File: src/rtl/midi_voice_alloc.sv
// -----------------------------------------------------------------------------
// midi_voice_alloc
// Central polyphonic voice allocator. Takes 24-bit MIDI messages from the
// receiver, decides which wave generator plays each note-on (retrigger of a
// sounding note, lowest free voice, or steal of the least-recently-assigned
// voice) and drives per-voice gate, note number and load strobe.
//
// Ports
//   CLK           system clock, all logic on posedge
//   RST_N         asynchronous active-low reset
//   MIDI_MSG      {status, data1, data2}, sampled when MIDI_MSG_RDY=1
//   MIDI_MSG_RDY  single-cycle message strobe
//   BUSY          scheduler is working on a message (FSM not in IDLE)
//   OVERFLOW      one-cycle pulse: message dropped, pending buffer full
//   STEAL         one-cycle pulse alongside a VOICE_LOAD caused by a steal
//   VOICE_GATE    per-voice note-on level
//   VOICE_LOAD    one-hot one-cycle strobe: voice takes its VOICE_NOTE
//   VOICE_NOTE    per-voice note number, voice i at [8i+7:8i]
// -----------------------------------------------------------------------------
module midi_voice_alloc #(
    parameter int NUM_VOICES = 4,
    parameter int IDXW       = $clog2(NUM_VOICES)
) (
    input  logic                    CLK,
    input  logic                    RST_N,
    input  logic [23:0]             MIDI_MSG,
    input  logic                    MIDI_MSG_RDY,
    output logic                    BUSY,
    output logic                    OVERFLOW,
    output logic                    STEAL,
    output logic [NUM_VOICES-1:0]   VOICE_GATE,
    output logic [NUM_VOICES-1:0]   VOICE_LOAD,
    output logic [8*NUM_VOICES-1:0] VOICE_NOTE
);

    typedef enum logic [1:0] {IDLE, SCAN, COMMIT} state_t;

    localparam logic [IDXW-1:0] LAST_IDX = IDXW'(NUM_VOICES - 1);

    state_t          state;
    logic            pend_valid;
    logic [23:0]     pend_msg;
    logic [23:0]     work_msg;
    logic [IDXW-1:0] idx;

    // Scan results for the message in the work register.
    logic            match_found;
    logic [IDXW-1:0] match_idx;
    logic            free_found;
    logic [IDXW-1:0] free_idx;
    logic [IDXW-1:0] oldest_idx;

    logic [7:0]      note_q [NUM_VOICES];
    logic [IDXW-1:0] rank_q [NUM_VOICES];   // 0 = most recently assigned

    logic            take;
    logic [7:0]      status, data1, data2;
    logic            is_note_on, is_note_off, is_all_off;
    logic [IDXW-1:0] target;
    logic [IDXW-1:0] target_rank;
    logic            is_steal;

    // The work register empties the pending slot on this edge, so a new
    // strobe arriving now can be captured without overflow.
    assign take = (state == IDLE) && pend_valid;

    // Only channel 0 is handled; anything unrecognised still walks the
    // full SCAN/COMMIT sequence so latency stays fixed.
    // NOTE: every signal written in always_comb gets a value on every path,
    // otherwise synthesis infers a latch.
    always_comb begin
        status      = work_msg[23:16];
        data1       = work_msg[15:8];
        data2       = work_msg[7:0];
        is_note_on  = (status == 8'h90) && (data2 != 8'h00);
        is_note_off = (status == 8'h80) || ((status == 8'h90) && (data2 == 8'h00));
        is_all_off  = (status == 8'hB0) && (data1 == 8'h7B);
        is_steal    = !match_found && !free_found;
        target      = match_found ? match_idx : (free_found ? free_idx : oldest_idx);
        target_rank = rank_q[target];
    end

    always_comb begin
        VOICE_NOTE = '0;
        for (int i = 0; i < NUM_VOICES; i++) begin
            VOICE_NOTE[8*i +: 8] = note_q[i];
        end
    end

    // NOTE: all state below uses non-blocking assignments so every register
    // samples the pre-edge values of its neighbours, independent of order.
    always_ff @(posedge CLK or negedge RST_N) begin
        if (!RST_N) begin
            state       <= IDLE;
            pend_valid  <= 1'b0;
            pend_msg    <= '0;
            work_msg    <= '0;
            idx         <= '0;
            match_found <= 1'b0;
            match_idx   <= '0;
            free_found  <= 1'b0;
            free_idx    <= '0;
            oldest_idx  <= '0;
            BUSY        <= 1'b0;
            OVERFLOW    <= 1'b0;
            STEAL       <= 1'b0;
            VOICE_GATE  <= '0;
            VOICE_LOAD  <= '0;
            // NOTE: the per-voice arrays are a handful of flops, not a RAM,
            // and must reset: notes to 0 and ranks to a valid permutation.
            for (int i = 0; i < NUM_VOICES; i++) begin
                note_q[i] <= '0;
                rank_q[i] <= IDXW'(i);
            end
        end else begin
            OVERFLOW   <= 1'b0;
            STEAL      <= 1'b0;
            VOICE_LOAD <= '0;

            if (MIDI_MSG_RDY) begin
                if (!pend_valid || take) begin
                    pend_msg   <= MIDI_MSG;
                    pend_valid <= 1'b1;
                end else begin
                    OVERFLOW <= 1'b1;
                end
            end else if (take) begin
                pend_valid <= 1'b0;
            end

            case (state)
                IDLE: begin
                    if (pend_valid) begin
                        work_msg    <= pend_msg;
                        idx         <= '0;
                        match_found <= 1'b0;
                        free_found  <= 1'b0;
                        BUSY        <= 1'b1;
                        state       <= SCAN;
                    end
                end
                SCAN: begin
                    if (!match_found && VOICE_GATE[idx] && (note_q[idx] == data1)) begin
                        match_found <= 1'b1;
                        match_idx   <= idx;
                    end
                    if (!free_found && !VOICE_GATE[idx]) begin
                        free_found <= 1'b1;
                        free_idx   <= idx;
                    end
                    if (rank_q[idx] == LAST_IDX) begin
                        oldest_idx <= idx;
                    end
                    if (idx == LAST_IDX) begin
                        state <= COMMIT;
                    end else begin
                        idx <= idx + IDXW'(1);
                    end
                end
                COMMIT: begin
                    state <= IDLE;
                    BUSY  <= 1'b0;
                    if (is_note_on) begin
                        VOICE_GATE[target] <= 1'b1;
                        VOICE_LOAD[target] <= 1'b1;
                        note_q[target]     <= data1;
                        STEAL              <= is_steal;
                        // Move target to the front; everything newer than
                        // it ages by one, keeping ranks a permutation.
                        for (int i = 0; i < NUM_VOICES; i++) begin
                            if (IDXW'(i) == target) begin
                                rank_q[i] <= '0;
                            end else if (rank_q[i] < target_rank) begin
                                rank_q[i] <= rank_q[i] + IDXW'(1);
                            end
                        end
                    end else if (is_note_off) begin
                        for (int i = 0; i < NUM_VOICES; i++) begin
                            if (VOICE_GATE[i] && (note_q[i] == data1)) begin
                                VOICE_GATE[i] <= 1'b0;
                            end
                        end
                    end else if (is_all_off) begin
                        VOICE_GATE <= '0;
                    end
                end
                default: state <= IDLE;
            endcase
        end
    end

endmodule

File: config.mk
export PLATFORM = sky130hd
export DESIGN_NAME = midi_voice_alloc
export DESIGN_NICKNAME = d
export VERILOG_FILES = /design/src/rtl/midi_voice_alloc.sv
export SDC_FILE = /design/constraint.sdc
export NUM_CORES = 1
export LEC_CHECK = 0
export BUFFER_PORTS_ARGS = -buffer_cell sky130_fd_sc_hd__buf_2
export CAP_MARGIN = 10
export CORE_AREA = 2 2 103 105
export CTS_BUF_LIST = sky130_fd_sc_hd__clkbuf_8
export CTS_CLUSTER_SIZE = 40
export DETAILED_ROUTE_END_ITERATION = 16
export DIE_AREA = 0 0 105 107
export PLACE_DENSITY_LB_ADDON = 0.1
export SYNTH_ARGS = -nofsm -noshare
export SYNTH_HDL_FRONTEND = slang
export SYNTH_SLANG_ARGS = --single-unit
File: constraint.sdc
create_clock -name CLK -period 2.4 [get_ports CLK]
set_input_delay 0.24 -clock CLK [delete_from_list [all_inputs] [get_ports CLK]]
set_output_delay 0.24 -clock CLK [all_outputs]
set_load 0.02 [all_outputs]
==> metrics <==
overall routing resource usage 0.219; reg2reg start work_msg[17]$_DFFE_PN0P_; commonest non-fill, non-tap cell in the layout dfrtp_1; TritonCTS clock tree yes; Post-synth EDFFs 0; clock period minus worst slack 2.23 ns; WL per Instance 17.9 um; CORE AREA 10100 um^2; Cell Rows 37; RSZ-0062 raised after global routing false; run status completed; Mean Syn Cell Area 13.0 um^2; sequential area share after synthesis 0.514; setup ws final 0.170 ns; maxcap violations 0; effective utilization at floorplan 0.542; VDD IR max 0.591 mV; CTS root buffer clkbuf_8; fin crit share 0.929; share of cells above drive strength 1 0.392; Syn-to-layout area delta 15.7%; DR iter-0 viols 145; Cell Int Power 4.22 mW; post-route ant nets 0; vias in the first global route 3714; leakage power 2.90 nW; synth warn 0; sequential power share 0.428; setup violators final 0; post-detail-place hpwl 8.62 mm; P per Cell Area 1020 nW/um^2; fin nets 533; Worst Setup End Kind flop; postcts setup bufs 0; DRT Wirelength 11.6 mm; R2R cell count 7; worst skew pair latency 0.38 ns; Reg clk slew, reported paths 0.10 ns; First-pass DRT Iterations 4; Distinct cells, synth 52; global-route wire length before repair 19.1 mm; power share of the combinational group 0.398; commonest non-fill, non-tap cells in the layout dfrtp_1 (108), buf_2 (68), mux2_2 (60); DR vias 3604; fmax 448 MHz; Die Area 11200 um^2; Worst R2R Setup Slack 0.17 ns; synthesized instance count 421; htree depth 3; Longest Clk Path Bufs 2; Fill cells 843; sw power 2.20 mW; final hold vios 0; Hold WC Path Type input pin to flop; Pins Over Slew Limit 0; Req. time, crit path 2.65 ns; diode count 0; Synth Flop Type dfrtp_1; relative slew slack 0.580; I/O Buffers 69; die height 107 um; Die W 105 um; Synthesized Nets 449; Post-Syn Area 5470 um^2; # DRC 0; Setup TNS 0 ns; CP Data Arrival Time 2.48 ns; drt via density 5.58; largest net degree at the start of global routing 50; DP Worst Slack 0.125 ns; CP Class flop to flop; Net Sw Frac 0.343; clock network fraction of total power 0.175; CTS buffer count 9; GP Congestion 0.888; global route overflow 0; actual slew at the worst max-slew pin 0.631 ns; critical register-to-register path endpoint VOICE_NOTE[7]$_DFFE_PN0P_; io pins 70; Yosys reg bits 112; Final Skew 0.0128 ns; crit start category flop; worst hold path startpoint MIDI_MSG_RDY; clock sink count 112; CP Max Fanout 10; hold path depth 3; asr flop ratio synth 1.00; initial antenna violation count 0; Hold Crit Endpoint pend_valid$_DFFE_PN0P_
-- cells in the mapped netlist, drive strengths merged, types with 2 or more instances --
cell	instances	area share
dfrtp	108	0.49
mux2	89	0.18
xnor2	35	0.056
nand2	18	0.013
nor2	15	0.016
clkbuf	12	0.0082
o21ai	12	0.015
inv	11	0.0076
nand3	11	0.015
mux2i	10	0.024
a31oi	9	0.010
nor3	9	0.0092
or3	8	0.0092
buf	7	0.0069
mux4	7	0.029
nand2b	7	0.0080
xor2	7	0.011
o22a	5	0.0080
a21oi	4	0.0037
a221oi	4	0.0064
dfstp	4	0.019
nand4	4	0.0046
nor2b	4	0.0046
a22o	3	0.0048
o21bai	3	0.0041
nor4	2	0.0062
or4	2	0.0041
-- cell families (layout without fill, tap and decap cells) --
group           after synthesis  in the layout  share of synthesized area
compound gates               45             45                     0.0593
xor+xnor                     42             42                     0.0673
fa+ha+maj                     1              1                    0.00229
buf+inv                      30            119                     0.0227
flops                       112            112                      0.514
mux                         106            106                      0.236
simple gates                 85             85                     0.0989
-- cell type report --
cell class,count,area (um^2),area share
Timing Repair Buffer,92,561,0.0887
Sequential cell,112,2810,0.444
Multi-Input combinational cell,279,2540,0.403
Inverter,11,41.3,0.00653
Clock inverter,6,60.1,0.00950
Clock buffer,10,138,0.0218
Tap cell,136,170,0.0269
-- worst max-delay path, cell delays in order, from the launching register on --
cell	delay, ns
dfrtp_1	0.40
nor4_2	0.33
nand3b_2	0.22
nor3_4	0.29
nand2b_1	0.08
buf_4	0.19
nor2_8	0.23
mux2_1	0.36
-- timing repair --
| item | CTS | global route |
|---|---|---|
| endpoints found under the hold margin | 47 | 0 |
| setup endpoints to repair | 0 | 14 |
| hold buffers | 1 | 0 |
| resized for setup | 0 | 1 |
-- layer usage --
layer  vias up  track usage  wire, um
met1      1800        0.293      5110
met2       103        0.358      5670
met5         -            0         0
met4         0       0.0733       174
met3        17       0.0468       612
li1       1684            -         -
-- power groups by stage --
stage	combinational (mW)	sequential (mW)	clock, mW
floorplan	1.91	2.69	0
global placement	2.51	2.77	0
detailed placement	2.55	2.79	0
CTS	2.57	2.75	1.16
global route	2.77	2.82	1.24
finish	2.55	2.75	1.12
-- state kept, by name (all words and copies together) (netlist names) --
register	flops
VOICE_NOTE	32
pend_msg	24
work_msg	24
rank_q	8
VOICE_GATE	4
VOICE_LOAD	4
free_idx	2
idx	2
match_idx	2
oldest_idx	2
state	2
BUSY	1
OVERFLOW	1
STEAL	1
free_found	1
match_found	1
pend_valid	1
-- worst max-delay path by stage --
stage | depth (start not counted) | startpoint | end | slack [ns]
finish | 7 | work_msg[17]$_DFFE_PN0P_ | VOICE_NOTE[7]$_DFFE_PN0P_ | 0.17
global route | 7 | work_msg[17]$_DFFE_PN0P_ | VOICE_NOTE[11]$_DFFE_PN0P_ | 0.02
global placement | 7 | work_msg[17]$_DFFE_PN0P_ | VOICE_NOTE[12]$_DFFE_PN0P_ | 0.20
detailed placement | 7 | work_msg[17]$_DFFE_PN0P_ | VOICE_NOTE[5]$_DFFE_PN0P_ | 0.12
CTS | 7 | work_msg[17]$_DFFE_PN0P_ | VOICE_NOTE[7]$_DFFE_PN0P_ | 0.11
floorplan | 6 | work_msg[5]$_DFFE_PN0P_ | VOICE_GATE[0]$_DFFE_PN0P_ | 0.40
-- metrics by stage --
| step | instance area [um^2] | utilization | power [mW] | instances | hold WS (ns) |
|---|---|---|---|---|---|
| 2_1_floorplan | 5470 | - | 4.61 | 421 | -0.0556 |
| 5_1_grt | 6320 | 0.626 | 6.83 | 646 | 0.0757 |
| 3_5_place_dp | 6110 | 0.605 | 5.34 | 629 | 0.302 |
| 3_3_place_gp | 6110 | 0.605 | 5.28 | 629 | 0.299 |
| 6_report | 6320 | 0.626 | 6.42 | 646 | 0.0830 |
| 4_1_cts | 6320 | 0.626 | 6.47 | 646 | 0.0671 |
No activity file was read; power rests on OpenSTA's default activity.
